$ cat src/rtl/mibus_slave_rx.sv
// mibus_slave_rx: receiving end of an MIBus link.
// Words from the master are buffered in a show-ahead FIFO and presented
// downstream on a valid/ready stream. Because MIBus carries no ready signal,
// a registered hysteresis throttle (mib_ctrl_flag) holds the master off early
// enough that the SKID words still in flight always find a free slot.
module mibus_slave_rx #(
  parameter int WIDTH   = 64,
  parameter int DEPTH   = 8,
  parameter int SKID    = 2,
  parameter int LO_MARK = 2
) (
  input  logic                       clk,
  input  logic                       rst,
  input  logic [WIDTH-1:0]           mib_data,
  input  logic                       mib_valid,
  output logic                       mib_ctrl_flag,
  output logic [WIDTH-1:0]           out_data,
  output logic                       out_valid,
  input  logic                       out_ready,
  output logic [$clog2(DEPTH):0]     level,
  output logic                       overflow_err,
  input  logic                       clr_err
);

  localparam int PW      = $clog2(DEPTH);
  localparam int LW      = PW + 1;
  localparam int HI_MARK = DEPTH - SKID;

  // Throttle FSM encoding
  localparam logic [0:0] ST_OPEN     = 1'b0;
  localparam logic [0:0] ST_THROTTLE = 1'b1;

  // Storage has no reset: only entries between rd and wr pointers are ever read
  logic [WIDTH-1:0] mem_q [DEPTH];

  logic [PW-1:0]    wr_ptr_q, wr_ptr_d;
  logic [PW-1:0]    rd_ptr_q, rd_ptr_d;
  logic [LW-1:0]    level_q, level_d;
  logic [WIDTH-1:0] out_data_q, out_data_d;
  logic             out_valid_q, out_valid_d;
  logic             err_q, err_d;
  logic [0:0]       state_q, state_d;

  logic             full;
  logic             push;
  logic             pop;
  logic             drop;
  logic [LW-1:0]    level_after_pop;
  logic [PW-1:0]    head_ptr;

  assign full = (level_q == LW'(DEPTH));
  assign pop  = out_valid_q && out_ready;
  // A full FIFO can still take a word when the head leaves in the same cycle
  assign push = mib_valid && (!full || pop);
  assign drop = mib_valid && full && !pop;

  // Occupancy and pointer bookkeeping
  always_comb begin
    level_d  = level_q;
    wr_ptr_d = wr_ptr_q;
    rd_ptr_d = rd_ptr_q;
    if (push) begin
      wr_ptr_d = wr_ptr_q + PW'(1);
    end
    if (pop) begin
      rd_ptr_d = rd_ptr_q + PW'(1);
    end
    case ({push, pop})
      2'b10:   level_d = level_q + LW'(1);
      2'b01:   level_d = level_q - LW'(1);
      default: level_d = level_q;
    endcase
  end

  // Next head-of-FIFO word: the incoming word when the FIFO would otherwise be
  // empty, else the stored entry at the (possibly advanced) read pointer.
  // mib_data is only looked at under push, so idle X never reaches out_data.
  always_comb begin
    level_after_pop = level_q - LW'(pop);
    head_ptr        = rd_ptr_q + PW'(pop);
    out_data_d      = '0;
    out_valid_d     = (level_d != '0);
    if (level_after_pop == '0) begin
      if (push) begin
        out_data_d = mib_data;
      end
    end else begin
      out_data_d = mem_q[head_ptr];
    end
  end

  // Sticky overflow flag; a new drop wins over a simultaneous clear
  always_comb begin
    err_d = err_q;
    if (drop) begin
      err_d = 1'b1;
    end else if (clr_err) begin
      err_d = 1'b0;
    end
  end

  // Hysteresis throttle, decided on the occupancy that will exist after this edge
  always_comb begin
    state_d = state_q;
    case (state_q)
      ST_OPEN: begin
        if (level_d >= LW'(HI_MARK)) begin
          state_d = ST_THROTTLE;
        end
      end
      default: begin
        if (level_d <= LW'(LO_MARK)) begin
          state_d = ST_OPEN;
        end
      end
    endcase
  end

  // FIFO storage write
  always_ff @(posedge clk) begin
    if (push) begin
      mem_q[wr_ptr_q] <= mib_data;
    end
  end

  // Control state registers; reset holds the master off
  always_ff @(posedge clk or posedge rst) begin
    if (rst) begin
      wr_ptr_q    <= '0;
      rd_ptr_q    <= '0;
      level_q     <= '0;
      out_data_q  <= '0;
      out_valid_q <= 1'b0;
      err_q       <= 1'b0;
      state_q     <= ST_THROTTLE;
    end else begin
      wr_ptr_q    <= wr_ptr_d;
      rd_ptr_q    <= rd_ptr_d;
      level_q     <= level_d;
      out_data_q  <= out_data_d;
      out_valid_q <= out_valid_d;
      err_q       <= err_d;
      state_q     <= state_d;
    end
  end

  assign mib_ctrl_flag = (state_q == ST_THROTTLE);
  assign out_data      = out_data_q;
  assign out_valid     = out_valid_q;
  assign level         = level_q;
  assign overflow_err  = err_q;

endmodule

$ cat config.mk
export PLATFORM = sky130hd
export DESIGN_NAME = mibus_slave_rx
export DESIGN_NICKNAME = d
export VERILOG_FILES = /design/src/rtl/mibus_slave_rx.sv
export SDC_FILE = /design/constraint.sdc
export NUM_CORES = 1
export LEC_CHECK = 0
export BUFFER_PORTS_ARGS = -buffer_cell sky130_fd_sc_hd__buf_2
export CORE_MARGIN = 3
export CORE_UTILIZATION = 40
export CTS_CLUSTER_DIAMETER = 80
export DETAILED_ROUTE_END_ITERATION = 8
export GPL_ROUTABILITY_DRIVEN = 1
export GPL_TIMING_DRIVEN = 0
export PLACE_DENSITY = 0.53
export SLEW_MARGIN = 20
export SYNTH_ARGS = -nofsm -noshare
export SYNTH_HDL_FRONTEND = slang
export SYNTH_SLANG_ARGS = --single-unit
$ cat constraint.sdc
create_clock -name clk -period 14.13 [get_ports clk]
set_clock_uncertainty 0.2 [all_clocks]
set_input_delay 0 -clock clk [delete_from_list [all_inputs] [get_ports clk]]
set_output_delay 0 -clock clk [all_outputs]
set_load 0.02 [all_outputs]
# Word level (Yosys, flattened, before mapping)

Memory sizes are Yosys's and may differ from the RTL's.
Cells that the tools add are included.

Flip-flop bits (word level): 77
Bits in latches: 0
Bits in writable memories: 512
Memory bits (read-only): 0
Input bits: 69
Output and inout bits: 71
Word-level logic and storage cells: 39
Memories kept: 1

Memory list:

| name  | depth | bits a word | rd ports | clocked after Yosys merged registers in | write ports | RTL line | RTL |
|---|---|---|---|---|---|---|---|
| mem_q | 8     | 64          | 1        | 0                                       | 1           | 34       | `logic [WIDTH-1:0] mem_q [DEPTH];` |

$add $sub $neg: 6
Multiply operators: 0
Divide/modulo/power cells: 0
Order comparisons: 2
Eq/ne operators: 3
Shift-type cells: 0
Mux-type cells: 10
Bitwise logic cells: 0
Reductions and logical operators: 10

Operators by type and width:

| kind                                                                                | number |
|---|---|
| 64-bit 2-to-1 mux                                                                   | 2 |
| 4-bit one-hot mux with 2 select lines                                               | 1 |
| 1-bit 2-to-1 mux                                                                    | 7 |
| 3-bit by 1-bit adder with 3-bit output, second input constant                       | 2 |
| 4-bit by 1-bit adder with 4-bit output, second input constant                       | 1 |
| 4-bit == test, second input constant                                                | 1 |
| 4-bit by 3-bit greater-or-equal comparator with 1-bit output, second input constant | 1 |
| 4-bit by 2-bit <= comparator with 1-bit output, second input constant               | 1 |
| 1-bit logical AND                                                                   | 4 |
| 4-bit logical NOT                                                                   | 1 |
| 4-bit nonzero test                                                                  | 1 |
| 4-bit by 1-bit subtractor with 4-bit output                                         | 1 |
| 4-bit by 1-bit subtractor with 4-bit output, second input constant                  | 1 |
| 3-bit by 1-bit adder with 3-bit output                                              | 1 |
| 2-bit by 1-bit == test with 1-bit output, second input constant                     | 1 |
| 2-bit == test, second input constant                                                | 1 |
| 1-bit logical NOT                                                                   | 2 |
| 2-bit nonzero test                                                                  | 1 |
| 1-bit logical OR                                                                    | 1 |

# Longest topological paths before layout

Gate-level depths: netlist of the first run.

Depth after elaboration: 9
Gate-level depth with buffers: 13
Depth with buffers taken out: 12

# Least setup slack after synthesis of the first run

No wires, ideal clock.

Path kind: reg2reg
From: register level_q[1], in the netlist level[1]
To: memory mem_q[0][0], enable pin
Arrival time: 5.466 ns
Required time: 13.365 ns
Path slack: 7.900 ns
Stages on the path, launching flop included: 7
Buffers on the path: 1
Clock period less this slack: 6.230 ns
Cell sequence: dfrtp_1 -> buf_2 -> nor4b_1 -> nand2_1 -> and2_1 -> nand2b_1 -> nor3_1

Cells in the longest elaborated chain, start to end: 6

RTL lines:

| element                                | RTL line | RTL |
|---|---|---|
| start, declared                        | 38       | `logic [LW-1:0] level_q, level_d;` |
| start signal, assigned                 | 139      | `level_q <= level_d;` |
| 4-bit == test                          | 51       | `assign full = (level_q == LW'(DEPTH));` |
| 1-bit logical NOT                      | 54       | `assign push = mib_valid && (!full \|\| pop);` |
| 1-bit logical OR                       | 54       |  |
| 1-bit logical AND                      | 54       |  |
| 1-bit 2-to-1 mux                       | 121      | `if (push) begin` |
| 1-bit 2-to-1 mux (not written as such) | 122      | `mem_q[wr_ptr_q] <= mib_data;` |
| end, declared                          | 34       |  |

No other way between the ends.

# Final worst setup path of the first run

From: register out_valid_q, in the netlist out_valid
To: register out_data_q[17], in the netlist out_data[17]

Cells in the longest elaborated chain, start to end: 5

RTL lines:

| element                                                   | RTL line | RTL |
|---|---|---|
| start, declared                                           | 40       | `logic out_valid_q, out_valid_d;` |
| start signal, assigned                                    | 141      | `out_valid_q <= out_valid_d;` |
| 1-bit logical AND (*)                                     | 52       | `assign pop = out_valid_q && out_ready;` |
| net pop                                                   | 46       | `logic pop;` |
| branches (longest 3 deep; another with memory 8 x 64 bit) | -        |  |
| 64-bit 2-to-1 mux (*)                                     | 83       | `if (level_after_pop == '0) begin` |
| net out_data_d[17]                                        | 39       | `logic [WIDTH-1:0] out_data_q, out_data_d;` |
| end signal, assigned                                      | 140      | `out_data_q <= out_data_d;` |
| end, declared                                             | 39       |  |

Mark *: on every way through the listed nets, which the timed path passes.
A chain may end at the register's enable or synchronous reset.

==> results of run 1 <==
## through the flow
stage	util (%)	instances	setup WS (ns)
after global placement	43.7	1863	2.82
after detailed placement	45.2	1908	10.75
after CTS	50.8	2122	10.73
final	50.8	2123	10.79
after floorplan	-	1028	7.90
after global routing	50.8	2122	10.53
## final timing paths
path	from	end	slack, ns
worst min-delay path	mib_data[9]	mem_q[0][9]	0.04
max in group asynchronous	rst	mib_ctrl_flag	12.69
worst max-delay path	out_valid	out_data[17]	10.79
min in group asynchronous	rst	out_data[34]	0.35
worst max register to register	out_valid	out_data[17]	10.79
worst min register to register	mib_ctrl_flag	mib_ctrl_flag	0.32
## Yosys cell counts (2+ instances only)
cell type / number
a21oi_1: 2
inv_1: 8
dfrtp_1: 76
o21ai_1: 60
nor2_1: 9
nor3_1: 2
buf_2: 23
clkbuf_1: 17
mux4_2: 128
o21ai_0: 5
xor2_1: 3
edfxtp_1: 512
xnor2_1: 5
buf_4: 2
buf_6: 7
nand2_1: 76
mux2i_1: 66
nand2b_1: 4
ha_1: 8
## state kept, by name, indices dropped and copies added (netlist names)
| name | flops |
|---|---|
| rd_ptr_q | 3 |
| overflow_err | 1 |
| out_valid | 1 |
| mem_q | 512 |
| out_data | 64 |
| wr_ptr_q | 3 |
| level | 4 |
| mib_ctrl_flag | 1 |
## cell type report
type                    count  share of cell area, %
repair buffers            285                   8.99
clock buffers              85                   6.24
flip-flops and latches    589                   62.8
diodes                      1                0.00909
well taps                 696                   3.16
inverters                   8                  0.127
clock inverters            28                   1.01
plain buffers              49                  0.990
multi-input cells         382                   16.7
## repair_timing
| action | in CTS | in global routing |
|---|---|---|
| setup buffers | 0 | 0 |
| hold buffers | 101 | 0 |
| endpoints found under the hold margin | 660 | 0 |
| resized for setup | 0 | 0 |
## logic make-up (layout without fill, tap and decap cells)
group	count (synthesis)	after routing	share of synthesized area, %
other	0	1	0
muxes	195	195	16.1
and+or+nand+nor	100	100	1.92
AOI/OAI and AO/OA	70	70	1.65
DFF	589	589	78.2
xor gates and xnor gates	9	9	0.390
buffers and inverters	57	455	1.37
adders and majority gates	8	8	0.452
## critical path, cell delays in order (launching register included)
cell and delay (ns):
dfrtp_1 0.38, nand2_1 0.22, inv_1 0.19, ha_1 0.22
ha_1 0.28, buf_2 0.28, clkbuf_1 0.63, mux4_2 0.41
mux2i_1 0.18, o21ai_1 0.17
## power groups by stage
stage	clock network (uW)	registers (uW)	logic (uW)
global placement	0	2390	1970
CTS	1630	2310	2100
finish	1590	2310	2050
global route	1700	2330	2230
floorplan	0	2480	1230
detailed placement	0	2340	2070
## metal layers
layer	global-route usage (%)	up-vias	routed length, um
li1	-	4887	-
met1	24.6	5787	22100
met2	28.9	219	24500
met3	2.63	66	1930
met4	4.74	0	972
met5	0	-	0
## cells in the final DEF, fill, tap and decap left out, types with 2 or more instances in the layout
master and n:
edfxtp_1 512, buf_2 162, mux4_2 128, dlygate4sd3_1 101, nand2_1 76, dfrtp_1 76
mux2i_1 66, clkbuf_16 62, o21ai_1 60, clkbuf_1 32, buf_4 16, buf_6 15
buf_16 15, clkinv_2 12, clkinv_1 10, ha_1 8, clkbuf_8 8, buf_12 8
inv_1 7, nor2_4 6, bufinv_16 6, o21ai_0 5, xnor2_1 5, nand2b_1 4
xor2_1 3, nor2_1 3, a21oi_1 2, nor3_2 2
==> metrics.yaml, run 1 <==
status:
  status: "finished, final reports clean"
critical_path:
  start_kind: "register"
  crit_arrival_ns: 3.55
  cp.required_ns: 14.34
  end_kind: "register"
  worstSetupPathType: "register to register"
  cp_max_fo: 10
  r2r_cells: 9
final_layout:
  synthToLayoutAreaGrowth_pct: 24.4
  fill_cells: 4422
  multi_input_area_mm2: 0.00459
  drive_above_1_share_pct: 31.3
  final-seq-area_mm2: 0.0173
  stdcell_area_mm2: 0.0275
  nets: 1453
placed_design:
  dpl_cell_area_mm2: 0.0245
  io_buffers: 139
  place.detailed.hpwl_um: 30200
  place_congestion: 0.691
logic_synthesis:
  synth_top_area_share_pct: 69.5
  yosysSeqAreaShare_pct: 78.2
  yosys-top-cells-area: "edfxtp_1 (69%), mux4_2 (13%), dfrtp_1 (8.6%), mux2i_1 (3.0%), o21ai_1 (1.4%)"
  syn-num-nets: 1105
  yosysTopAreaCell: "edfxtp_1"
  yosys_warnings: 0
  synth_edf_count: 512
  postSynthAreaPerCell_um2: 21.5
  synth-seq-cells: 589
  syn_inst: 1028
  dominantRegCellSynth: "edfxtp_1"
  netlist_area_mm2: 0.0221
  synthArstFlopShare_pct: 13.1
  ys_types: 34
power:
  ir_worst_vdd_mv: 0.0973
  p_total_uw: 5940
  leakagePower_uw: 0.00960
  switching_share_pct: 31.4
  p_comb_share_pct: 34.5
  switching_power_uw: 1860
  p_seq_share_pct: 38.8
  power_density_mw_per_mm2: 216
  p_int_uw: 4080
  clock_power_share_pct: 26.7
grt:
  antenna_found_initial: 1
  grt_util_all_layers_pct: 17.5
  grt_max_degree: 54
  grt_pass1_vias: 11700
  overflow: 0
  grt_pass1_wl_um: 75000
sta:
  finalSetupViolCount: 0
  hold_slack_ns: 0.0380
  rsz0062_at_grt: "false"
  finalCriticalPeriod_ns: 3.34
  relSlewSlack_pct: 43.2
  tightest_slew_ns: 0.851
  setup_tns_ns: 0
  fmax_ghz: 0.299
  hold_viol: 0
  slew_viol_final: 0
  post-route-period-util_pct: 23.6
clock_tree:
  cts-buffers-inserted: 61
  path_clk_slew_ns: 0.06
  insertion_delay_ns: 0.60
  clk_path_buf_depth: 3
  clock-sinks: 589
  cts_tree: "done"
  htreeDepth: 2
  cts_root_buffer: "clkbuf_16"
detailed_routing:
  drt_iter0_drc: 680
  vias_per_cell: 5.16
  drtPass1Iterations: 4
  drc: 0
  routed_wl_um: 49600
  num_vias: 11000
  ant_nets: 0
  post_drt_wl_per_cell_um: 23.3
worst_hold_path:
  whs_path_depth: 2
  worstHoldPathType: "input port to register"
die:
  die_w_um: 241
  die_h_um: 241
  rows: 85
  start_util_pct: 40.8
  coreArea_mm2: 0.0542
  fp.dieArea_mm2: 0.0582
  ios: 140
run:
  drv_cap: 0
Note: power is estimated with default switching activity, not from simulation.
==> inputs of run 2 (changes only) <==
- PLACE_DENSITY: 0.53 -> 0.56
- clock period: 14.13 -> 2.81 ns (I/O delays scaled with it)
==> metrics.yaml, run 2 (synthesis gave the netlist of run 1 again) <==
final_layout:
  drive_above_1_share_pct: 33.4  # +2.1 points
  synthToLayoutAreaGrowth_pct: 26.3
  nets: 1466  # +0.89%
  fill_cells: 4367  # -1.2%
  final-seq-area_mm2: 0.0173  # about the same
  multi_input_area_mm2: 0.00473  # +3.1%
  final_common_cell: "edfxtp_1"
  postLayoutCoreUtil_pct: 51.5  # +0.76 points
  layout_common_cells: "edfxtp_1 (512), buf_2 (145), mux4_2 (128)"
  registers.top_by_ff_count: "mem_q"
  largest_reg_flops: 512  # unchanged
power:
  p_total_uw: 30300  # +410%
  p_comb_share_pct: 36.2  # +1.7 points
  switching_power_uw: 9530  # +410%
  power_density_mw_per_mm2: 1080  # +400%
  p_int_uw: 20800  # +410%
  leakagePower_uw: 0.00972  # +1.3%
  clock_power_share_pct: 25.5  # -1.2 points
  ir_worst_vdd_mv: 0.595  # +510%
  p_seq_share_pct: 38.3  # -0.5 points
  switching_share_pct: 31.4  # +0.065 points
critical_path:
  regToRegStartpoint: "out_valid"
  end_kind: "register"
  cpMostUsedCell: "buf_6"
  slowest_stage: "mux4_2"
  crit_path_max_incr_delay_ns: 0.51  # -0.12 ns
  crit_arrival_ns: 2.99  # -0.56 ns
  cp_max_fo: 10  # unchanged
  crit_buf_inv: 3  # unchanged
  worstSetupPathType: "register to register"
  crit_chain: "nand2_4, clkinvlp_4, ha_1, buf_6, buf_6, mux4_2, mux2i_1, o21ai_1"
  cp_top_family: "multiplexers"
  r2r_end: "out_data[39]"
  startpoint: "out_valid"
  path_depth: 8  # -1
  cp.required_ns: 3.09  # -11.25 ns
  start_kind: "register"
  r2r_cells: 8  # -1
  reg2reg_slack_ns: 0.1  # -10.69 ns
  endpoint: "out_data[39]"
sta:
  fmax_ghz: 0.369  # +23%
  finalSetupViolCount: 0  # unchanged
  tightest_slew_ns: 0.753  # -0.0977 ns
  post-route-period-util_pct: 96.5  # +73 points
  slew_viol_final: 0  # unchanged
  finalCriticalPeriod_ns: 2.71  # -0.628 ns
  rsz0062_at_grt: "true"
  hold_viol: 0  # unchanged
  relSlewSlack_pct: 49.6  # +6.4 points
die:
  fp.dieArea_mm2: 0.0582  # unchanged
  coreArea_mm2: 0.0542  # unchanged
  start_util_pct: 40.8  # unchanged
  die_h_um: 241  # unchanged
  ios: 140  # unchanged
  die_w_um: 241  # unchanged
  rows: 85  # unchanged
clock_tree:
  path_clk_slew_ns: 0.06  # about the same
  clock-sinks: 589  # unchanged
  cts_root_buffer: "clkbuf_16"
  htreeDepth: 2  # unchanged
  clk_path_buf_depth: 3  # unchanged
  insertion_delay_ns: 0.61  # about the same
  cts_tree: "done"
  cts-buffers-inserted: 61  # unchanged
placed_design:
  place.detailed.hpwl_um: 29700  # -1.7%
  place_congestion: 0.704  # +2.0%
  io_buffers: 139  # unchanged
detailed_routing:
  post_drt_wl_per_cell_um: 22.9  # -1.8%
  drt_iter0_drc: 859  # +26%
  drtPass1Iterations: 5  # +1
  vias_per_cell: 5.18  # +0.28%
  routed_wl_um: 49000  # -1.1%
  drc: 0  # unchanged
  num_vias: 11100  # +0.94%
  ant_nets: 0  # unchanged
grt:
  grt_util_all_layers_pct: 17.4  # -0.042 points
  overflow: 0  # unchanged
  grt_max_degree: 54  # unchanged
  grt_pass1_wl_um: 75100  # +0.21%
  antenna_found_initial: 3  # +2
  grt_pass1_vias: 11800  # +1.0%
worst_hold_path:
  worstHoldPathType: "input port to register"
run:
  drv_cap: 0  # unchanged
status:
  status: "finished, final reports clean"
run 2: cell types whose count changed in the layout (fill, tap and decap cells not counted), sizes merged, moves of 3 or more:
cell         delta
dlygate4sd3    +14
buf             +3
clkbuf         +11
bufinv          -4
clkinv         -13
run 2: power by group through the flow:
stage               clock network (uW)  logic (uW)  registers, uW
global route                      8310       11900          11700
finish                            7720       11000          11600
CTS                               7950       11000          11600
floorplan                            0        6270          12400
global placement                     0        9950          11900
detailed placement                   0       10400          11800
run 2: layout make-up:
type                    instances  area share, %
flip-flops and latches        589           61.9
multi-input cells             382           16.9
repair buffers                299           9.40
clock buffers                 100           6.42
well taps                     696           3.12
plain buffers                  48           1.62
clock inverters                13          0.448
inverters                       8          0.148
diodes                          2         0.0179
run 2: metal layers:
layer	GRT usage, %	part of all wire [%]
met3	3.19	4.5
met2	28.1	49
met1	25.2	45
met5	0	0.027
met4	3.71	1.6
run 2: worst min path at each step:
stage,startpoint,endpoint,slack (ns),cells past startpoint
after floorplan,mib_data[0],mem_q[0][0],-0.10,0
after global placement,mib_data[24],mem_q[2][24],0.08,1
after detailed placement,rst,out_data[17],-0.21,2
after CTS,mib_data[37],mem_q[3][37],0.0002,2
after global routing,mib_data[36],mem_q[7][36],0.03,2
final,mib_data[37],mem_q[2][37],0.03,2
run 2: per-stage QoR:
step | TNS [ns] | setup WS (ns) | cells | instance area [um2] | hold WS (ns)
after floorplan | -128.17 | -0.439 | 1028 | 22200 | -0.101
after global placement | -949.10 | -2.31 | 1863 | 23800 | 0.0807
after detailed placement | -29.82 | -0.625 | 1897 | 24500 | -0.215
after CTS | -0.00108 | -0.00108 | 2132 | 27800 | 0.000165
after global routing | -0.0734 | -0.0476 | 2136 | 28000 | 0.0257
final | 0 | 0.0974 | 2137 | 28000 | 0.0329
run 2: timing repair:
action | 4_1_cts | 5_1_grt
pin swaps | 1 | 4
setup buffers | 7 | 4
endpoints found under the setup margin | 66 | 55
hold buffers | 115 | 0
hold endpoints to repair | 728 | 0
gates resized for setup | 64 | 28
run 2: worst reg2reg max path, delay by kind of cell, from the launching register on:
family          cells  cell delay (ns)
compound gates      1             0.10
flops               1             0.41
simple gates        1             0.12
mux                 2             0.82
buf+inv             3             0.60
fa+ha+maj           1             0.35
